<file path="config.mk">
export PLATFORM = sky130hd
export DESIGN_NAME = mem_lsu_flat
export DESIGN_NICKNAME = d
export VERILOG_FILES = /design/src/rtl/riscv_pkg.sv /design/src/rtl/mem_lsu_if.sv /design/src/rtl/mem_lsu_load_align.sv /design/src/rtl/mem_lsu.sv /design/src/flat_wrapper.sv
export SDC_FILE = /design/constraint.sdc
export NUM_CORES = 1
export LEC_CHECK = 0
export CORE_UTILIZATION = 35
export CTS_CLUSTER_DIAMETER = 120
export CTS_CLUSTER_SIZE = 30
export DETAILED_ROUTE_END_ITERATION = 10
export PLACE_DENSITY = 0.83
export SLEW_MARGIN = 20
export SYNTH_ARGS = -nofsm -noshare
export SYNTH_HDL_FRONTEND = slang
export SYNTH_SLANG_ARGS = --single-unit
</file>
<file path="constraint.sdc">
create_clock -name clk -period 2.95 [get_ports clk]
set_clock_uncertainty 0.15 [all_clocks]
set_input_delay 0.59 -clock clk [delete_from_list [all_inputs] [get_ports clk]]
set_output_delay 0.59 -clock clk [all_outputs]
set_load 0.02 [all_outputs]
</file>
<file path="src/rtl/riscv_pkg.sv">
// Shared RV32I definitions used by the MEM-stage load/store unit.
// Holds the datapath width, the LSU handshake state type and the
// Funct3 encodings for memory access size and sign.
package riscv_pkg;

    localparam int XLEN = 32;

    typedef enum logic [1:0] {
        IDLE = 2'd0,
        REQ  = 2'd1,
        WAIT = 2'd2,
        DONE = 2'd3
    } lsu_state_t;

    localparam logic [2:0] F3_B  = 3'b000;
    localparam logic [2:0] F3_H  = 3'b001;
    localparam logic [2:0] F3_W  = 3'b010;
    localparam logic [2:0] F3_BU = 3'b100;
    localparam logic [2:0] F3_HU = 3'b101;

endpackage

</file>
<file path="src/rtl/mem_lsu_if.sv">
// Data-memory bus between the load/store unit and a single-port memory.
// master: the LSU (drives request, write enable, address, byte enables,
//         store data; receives grant, read-valid and read data).
// slave : the memory side.
interface mem_lsu_if #(
    parameter int XLEN = riscv_pkg::XLEN
);
    logic            dmem_req;
    logic            dmem_we;
    logic [XLEN-1:0] dmem_addr;
    logic [3:0]      dmem_be;
    logic [XLEN-1:0] dmem_wdata;
    logic            dmem_gnt;
    logic            dmem_rvalid;
    logic [XLEN-1:0] dmem_rdata;

    modport master (
        output dmem_req, dmem_we, dmem_addr, dmem_be, dmem_wdata,
        input  dmem_gnt, dmem_rvalid, dmem_rdata
    );

    modport slave (
        input  dmem_req, dmem_we, dmem_addr, dmem_be, dmem_wdata,
        output dmem_gnt, dmem_rvalid, dmem_rdata
    );
endinterface

</file>
<file path="src/rtl/mem_lsu_load_align.sv">
// Combinational load-data alignment: picks the addressed byte/halfword
// out of the raw memory word and sign- or zero-extends it.
// Ports:
//   i_addr_lo  low two address bits (byte offset within the word)
//   i_funct3   access size/sign (LB/LH/LW/LBU/LHU)
//   i_raw      raw word returned by memory
//   o_data     extended load value
module lsu_load_align
    import riscv_pkg::*;
#(
    parameter int XLEN = riscv_pkg::XLEN
) (
    input  logic [1:0]      i_addr_lo,
    input  logic [2:0]      i_funct3,
    input  logic [XLEN-1:0] i_raw,
    output logic [XLEN-1:0] o_data
);

    logic signed [7:0]  w_byte;
    logic signed [15:0] w_half;

    assign w_byte = i_raw[{i_addr_lo, 3'b000} +: 8];
    assign w_half = i_addr_lo[1] ? i_raw[31:16] : i_raw[15:0];

    always_comb begin
        o_data = '0;
        case (i_funct3)
            F3_B:    o_data = XLEN'(w_byte);
            F3_H:    o_data = XLEN'(w_half);
            F3_W:    o_data = i_raw;
            F3_BU:   o_data = XLEN'($unsigned(w_byte));
            F3_HU:   o_data = XLEN'($unsigned(w_half));
            default: o_data = '0;
        endcase
    end

endmodule

</file>
<file path="src/rtl/mem_lsu.sv">
// MEM-stage load/store unit for the RV32I pipeline.
// Issues one request/grant/response transaction per aligned memory op,
// forms byte enables and replicated store data, extends load data, and
// stalls the front of the pipeline until the access completes. Misaligned
// ops are dropped (no request) and flagged with a one-cycle MisalignM.
// Ports:
//   clk, rst                 clock, synchronous active-high reset
//   EXMEM_valid, MemReadM,
//   MemWriteM, Funct3M,
//   RegWriteM, ALUResultM,
//   WriteDataM               instruction fields from EX/MEM
//   dmem                     data-memory bus (master side)
//   ReadDataM                extended load data to MEM/WB
//   LsuStallM                hold PC, IF/ID, ID/EX and EX/MEM
//   MemValidM, RegWriteMemM  valid and gated RegWrite into MEM/WB
//   MisalignM                misaligned-access pulse
module mem_lsu
    import riscv_pkg::*;
#(
    parameter int XLEN = riscv_pkg::XLEN
) (
    input  logic            clk,
    input  logic            rst,
    input  logic            EXMEM_valid,
    input  logic            MemReadM,
    input  logic            MemWriteM,
    input  logic [2:0]      Funct3M,
    input  logic            RegWriteM,
    input  logic [XLEN-1:0] ALUResultM,
    input  logic [XLEN-1:0] WriteDataM,
    mem_lsu_if.master       dmem,
    output logic [XLEN-1:0] ReadDataM,
    output logic            LsuStallM,
    output logic            MemValidM,
    output logic            RegWriteMemM,
    output logic            MisalignM
);

    function automatic logic [3:0] f_byte_en(input logic [2:0] f3, input logic [1:0] off);
        case (f3[1:0])
            2'b00:   return 4'b0001 << off;
            2'b01:   return 4'b0011 << off;
            default: return 4'b1111;
        endcase
    endfunction

    function automatic logic [XLEN-1:0] f_store_data(input logic [2:0] f3, input logic [XLEN-1:0] d);
        case (f3[1:0])
            2'b00:   return {4{d[7:0]}};
            2'b01:   return {2{d[15:0]}};
            default: return d;
        endcase
    endfunction

    lsu_state_t      r_state;
    lsu_state_t      w_state_nxt;
    logic [XLEN-1:0] r_rdata_q;

    logic            w_memop;
    logic            w_misalign;
    logic            w_issue;
    logic            w_req;
    logic            w_stall;
    logic            w_capture;
    logic [XLEN-1:0] w_load_ext;

    assign w_memop    = EXMEM_valid & (MemReadM | MemWriteM);
    assign w_misalign = w_memop &
                        (((Funct3M[1:0] == 2'b01) & ALUResultM[0]) |
                         ((Funct3M[1:0] == 2'b10) & (|ALUResultM[1:0])));
    assign w_issue    = w_memop & ~w_misalign;

    always_comb begin
        w_state_nxt = r_state;
        w_req       = 1'b0;
        w_stall     = 1'b0;
        w_capture   = 1'b0;
        case (r_state)
            IDLE, REQ: begin
                // REQ is only reachable by an aligned op held in EX/MEM.
                if (w_issue || r_state == REQ) begin
                    w_req   = 1'b1;
                    w_stall = 1'b1;
                    if (dmem.dmem_gnt)
                        w_state_nxt = MemWriteM ? DONE : WAIT;
                    else
                        w_state_nxt = REQ;
                end
            end
            WAIT: begin
                w_stall = 1'b1;
                if (dmem.dmem_rvalid) begin
                    w_capture   = 1'b1;
                    w_state_nxt = DONE;
                end
            end
            DONE: begin
                w_state_nxt = IDLE;
            end
            default: w_state_nxt = IDLE;
        endcase
    end

    always_ff @(posedge clk) begin
        if (rst) begin
            r_state   <= IDLE;
            r_rdata_q <= '0;
        end else begin
            r_state <= w_state_nxt;
            if (w_capture)
                r_rdata_q <= dmem.dmem_rdata;
        end
    end

    lsu_load_align #(.XLEN(XLEN)) u_align (
        .i_addr_lo (ALUResultM[1:0]),
        .i_funct3  (Funct3M),
        .i_raw     (r_rdata_q),
        .o_data    (w_load_ext)
    );

    // Outputs are forced low while rst is high so the bus and MEM/WB see
    // a quiet, bubble-only interface during reset.
    assign LsuStallM    = w_stall & ~rst;
    assign MisalignM    = (r_state == IDLE) & w_misalign & ~rst;
    assign MemValidM    = EXMEM_valid & ~LsuStallM & ~MisalignM & ~rst;
    assign RegWriteMemM = RegWriteM & MemValidM;
    assign ReadDataM    = (!rst && r_state == DONE && MemReadM) ? w_load_ext : '0;

    // Bus fields follow the held EX/MEM values, so they stay stable while
    // a request waits for its grant.
    assign dmem.dmem_req   = w_req & ~rst;
    assign dmem.dmem_we    = dmem.dmem_req & MemWriteM;
    assign dmem.dmem_addr  = dmem.dmem_req ? {ALUResultM[XLEN-1:2], 2'b00} : '0;
    assign dmem.dmem_be    = dmem.dmem_req ? f_byte_en(Funct3M, ALUResultM[1:0]) : 4'b0000;
    assign dmem.dmem_wdata = dmem.dmem_we ? f_store_data(Funct3M, WriteDataM) : '0;

endmodule

</file>
<file path="src/flat_wrapper.sv">
// flat-port wrapper written by rule: the top's interface ports become plain ports
module mem_lsu_flat import riscv_pkg::*;
#(
    parameter int XLEN = riscv_pkg::XLEN
)
  (clk, rst, EXMEM_valid, MemReadM, MemWriteM, Funct3M, RegWriteM, ALUResultM, WriteDataM, ReadDataM, LsuStallM, MemValidM, RegWriteMemM, MisalignM, dmem_dmem_req, dmem_dmem_we, dmem_dmem_addr, dmem_dmem_be, dmem_dmem_wdata, dmem_dmem_gnt, dmem_dmem_rvalid, dmem_dmem_rdata);
  mem_lsu_if #(.XLEN(XLEN)) dmem_i ();
  input  logic clk;
  input  logic rst;
  input  logic EXMEM_valid;
  input  logic MemReadM;
  input  logic MemWriteM;
  input  logic [2:0] Funct3M;
  input  logic RegWriteM;
  input  logic [XLEN-1:0] ALUResultM;
  input  logic [XLEN-1:0] WriteDataM;
  output logic [XLEN-1:0] ReadDataM;
  output logic LsuStallM;
  output logic MemValidM;
  output logic RegWriteMemM;
  output logic MisalignM;
  output wire logic [$bits(dmem_i.dmem_req)-1:0] dmem_dmem_req;
  output wire logic [$bits(dmem_i.dmem_we)-1:0] dmem_dmem_we;
  output wire logic [$bits(dmem_i.dmem_addr)-1:0] dmem_dmem_addr;
  output wire logic [$bits(dmem_i.dmem_be)-1:0] dmem_dmem_be;
  output wire logic [$bits(dmem_i.dmem_wdata)-1:0] dmem_dmem_wdata;
  input wire logic [$bits(dmem_i.dmem_gnt)-1:0] dmem_dmem_gnt;
  input wire logic [$bits(dmem_i.dmem_rvalid)-1:0] dmem_dmem_rvalid;
  input wire logic [$bits(dmem_i.dmem_rdata)-1:0] dmem_dmem_rdata;
  assign dmem_dmem_req = dmem_i.dmem_req;
  assign dmem_dmem_we = dmem_i.dmem_we;
  assign dmem_dmem_addr = dmem_i.dmem_addr;
  assign dmem_dmem_be = dmem_i.dmem_be;
  assign dmem_dmem_wdata = dmem_i.dmem_wdata;
  assign dmem_i.dmem_gnt = dmem_dmem_gnt;
  assign dmem_i.dmem_rvalid = dmem_dmem_rvalid;
  assign dmem_i.dmem_rdata = dmem_dmem_rdata;
  mem_lsu #(.XLEN(XLEN)) u_core (.clk(clk), .rst(rst), .EXMEM_valid(EXMEM_valid), .MemReadM(MemReadM), .MemWriteM(MemWriteM), .Funct3M(Funct3M), .RegWriteM(RegWriteM), .ALUResultM(ALUResultM), .WriteDataM(WriteDataM), .dmem(dmem_i), .ReadDataM(ReadDataM), .LsuStallM(LsuStallM), .MemValidM(MemValidM), .RegWriteMemM(RegWriteMemM), .MisalignM(MisalignM));
endmodule
</file>
==> results.cfg <==
[yosys]
flip_flop_cell_with_the_highest_count_after_synthesis = dfxtp_1
most_used_standard_cell_by_instance_count_after_synthesis = nand2_1
synth_seq_cells = 34
synth_top_cell_area_share_pct = 24.2
async_flop_share_pct = 0
synthXorXnorAreaFrac_pct = 0
synth.largest_area_cell = dfxtp_1
synthSimpleGateAreaFrac_pct = 31.3
post_synth_edffs = 0
synth_sequential_area_ratio_pct = 24.2
synth_common_cells = nand2_1 (97), a21oi_1 (78), and2_1 (34), dfxtp_1 (34), nor2_1 (29)
synth_fa_ha_area_share_pct = 0
post_synth_mux_area_share_pct = 10.9
yosysWarnings = 0
avgSynthCellArea_um2 = 6.59
synth_area_um2 = 2810
synth_top_family_by_area = simple AND/OR/NAND/NOR gates
synth_compound_gate_area_share_pct = 26.2
synth_cell_type_count = 41
synth.area.top_cells = dfxtp_1 (24%), a21oi_1 (14%), nand2_1 (13%)
netlist_instances = 426

[cts]
cts.htree.levels = 2
cts_buffer_depth = 2
cts.root.buffer_cell = clkbuf_8
clk_transition_reported_paths_ns = 0.07
total_clock_buffers_created_by_cts = 5
clock_insertion_delay_worst_skew_ns = 0.29
cts_tree = yes
cts_num_sinks = 34
hold_buffers = 0

[power_and_ir_drop]
ir_worst_vdd_mv = 0.286
pwr_density_cell_nw_per_um2 = 275
power_leakage_nw = 2.26

[min_path]
worstHoldPathType = flop to flop

[routing]
dr.pass1.iters = 4
dr_wl_met3_um = 987
post_drt_wl_per_cell_um = 17.9
finalWirelength_um = 13500
routed-wl-met2_um = 7000
drt_iter0_markers = 196
viasPerCell = 5.31
drc = 0
route.top_layer_used = met4
routedLengthMet1_um = 5100
antenna_left = 0
num_vias = 4024

[finish]
syn_to_final_growth_pct = 87.7
finish.cell_count_without_fillers = 758
nNetsFinal = 762
antenna_fix_cells = 0
post_route_cells_drive_above_1_share_pct = 32.5
multiInputGateArea_um2 = 2120
number_of_filler_instances_in_the_final_layout = 635
sequential_cell_area_um2 = 681

[place]
placement.io_buffers = 210
dpl_worst_slack_ns = -0.797
place_congestion = 0.950
dp_hpwl_um = 9600
post-place-cells = 741

[setup_path]
r2r_cells = 5
critPathCapture = dmem_dmem_wdata[24]
timing.setup.critical_path_class = input pin to output port
crit_start = ALUResultM[1]
r2r-start = u_core.r_state[0]
worstPathArrival_ns = 2.16
path_max_fanout = 6
cp.required_ns = 2.21
timing.reg2reg.setup_slack_ns = 1.29
start_kind = input pin
end_kind = output port
timing.rr.end = u_core.r_rdata_q[24]

[floorplanning]
die_height_um = 91.6
effective_utilization_at_floorplan_pct = 36.4
coreArea_um2 = 7730
ios = 213
die_outline_area_um2 = 8390
dieWidth_um = 91.6
placementRows = 32

[global_route]
pin_count_of_the_biggest_net_entering_global_routing = 36
grt_pass1_vias = 3923
global_route.usage.total_pct = 30.9
global_route_wire_length_before_repair_um = 20600
grt_overflow = 0
number_of_antenna_violations_at_the_first_check_in_global_routing = 0

[timing]
layout_worst_path_cycle_share_pct = 98.2
post-route-worst-setup-slack_ns = 0.0535
min_period_ns = 2.90
finalMaxSlewViolations = 0
setup_total_negative_slack_ns = 0
setup-violations-final = 0
final_hold_viol_count = 0
timing.fmax_mhz = 345

[status]
outcome = finished, final reports clean

[flow_run]
maxCapViolCount = 0
[logic make-up (layout without fill, tap and decap cells)]
| group | after synthesis | in the layout |
|---|---|---|
| other | 1 | 2 |
| AOI/OAI and AO/OA | 127 | 127 |
| muxes | 29 | 29 |
| and+or+nand+nor | 189 | 189 |
| DFF | 34 | 34 |
| buffers and inverters | 46 | 275 |
[final cells by class]
type | count | area share (%)
Timing Repair Buffer | 262 | 42.2
Tap cell | 102 | 2.42
Clock inverter | 2 | 0.237
Sequential cell | 34 | 12.9
Multi-Input combinational cell | 347 | 40.3
Clock buffer | 6 | 1.57
Inverter | 5 | 0.356
[metal layers]
metal | global-route usage [%] | vias to the layer above
li1 | - | 1914
met1 | 34.7 | 1870
met2 | 57.3 | 204
met3 | 5.28 | 36
met4 | 12.0 | 0
met5 | 0 | -
[layout by cell type (no fill, tap or decap), drive strengths merged, types with 3 or more instances in the layout]
| cell type | netlist | final |
|---|---|---|
| buf | 12 | 146 |
| clkdlybuf4s50 | 0 | 99 |
| nand2 | 97 | 97 |
| a21oi | 82 | 82 |
| dfxtp | 34 | 34 |
| and2 | 34 | 34 |
| nor2 | 29 | 29 |
| mux2i | 17 | 17 |
| a22oi | 15 | 15 |
| clkbuf | 29 | 15 |
| o21ai | 14 | 14 |
| mux2 | 12 | 12 |
| and3 | 9 | 9 |
| dlygate4sd2 | 0 | 7 |
| inv | 5 | 5 |
| nand2b | 4 | 4 |
| nand3 | 4 | 4 |
| or2 | 3 | 3 |
[power by group]
group	internal (mW)	switching, mW	total [mW]
sequential	0.474	0.0157	0.490
combinational	0.305	0.287	0.592
clock	0.188	0.180	0.367
total	0.967	0.482	1.45
[worst min path at each step]
| stage | cells after the start | endpoint | start |
|---|---|---|---|
| 2_1_floorplan | 2 | u_core.r_rdata_q[3] | u_core.r_rdata_q[3] |
| 3_3_place_gp | 2 | u_core.r_rdata_q[4] | u_core.r_rdata_q[4] |
| 3_5_place_dp | 2 | u_core.r_rdata_q[4] | u_core.r_rdata_q[4] |
| 4_1_cts | 2 | u_core.r_rdata_q[4] | u_core.r_rdata_q[4] |
| 5_1_grt | 2 | u_core.r_rdata_q[3] | u_core.r_rdata_q[3] |
| 6_report | 2 | u_core.r_rdata_q[4] | u_core.r_rdata_q[4] |
[worst max-delay path: stages]
cell     delay [ns]
buf_2          0.12
or2_4          0.25
a221o_1        0.31
a211o_1        0.34
buf_6          0.15
buf_16         0.14
nor2_1         0.09
buf_2          0.17
[flip-flops by register name (all words and copies together), names as in the netlist]
signal,flops
u_core.r_state,2
u_core.r_rdata_q,32
[through the flow]
stage                     utilization (%)  instance area (µm²)  hold slack (ns)  power, mW
after global placement               67.8                 5240            0.299       1.04
after floorplan                         -                 2810            0.287      0.734
final                                68.2                 5270            0.315       1.45
after detailed placement             67.8                 5240            0.306       1.05
after CTS                            68.9                 5320            0.317       1.43
after global routing                 68.2                 5270            0.349       1.50
[timing repair]
action / in CTS / in global routing
buffers inserted: 7 / 0
cloned: 4 / 0
resized for setup: 472 / 47
pin swaps: 6 / 4
endpoints found under the setup margin: 104 / 62
No activity file was read; power rests on OpenSTA's default activity.
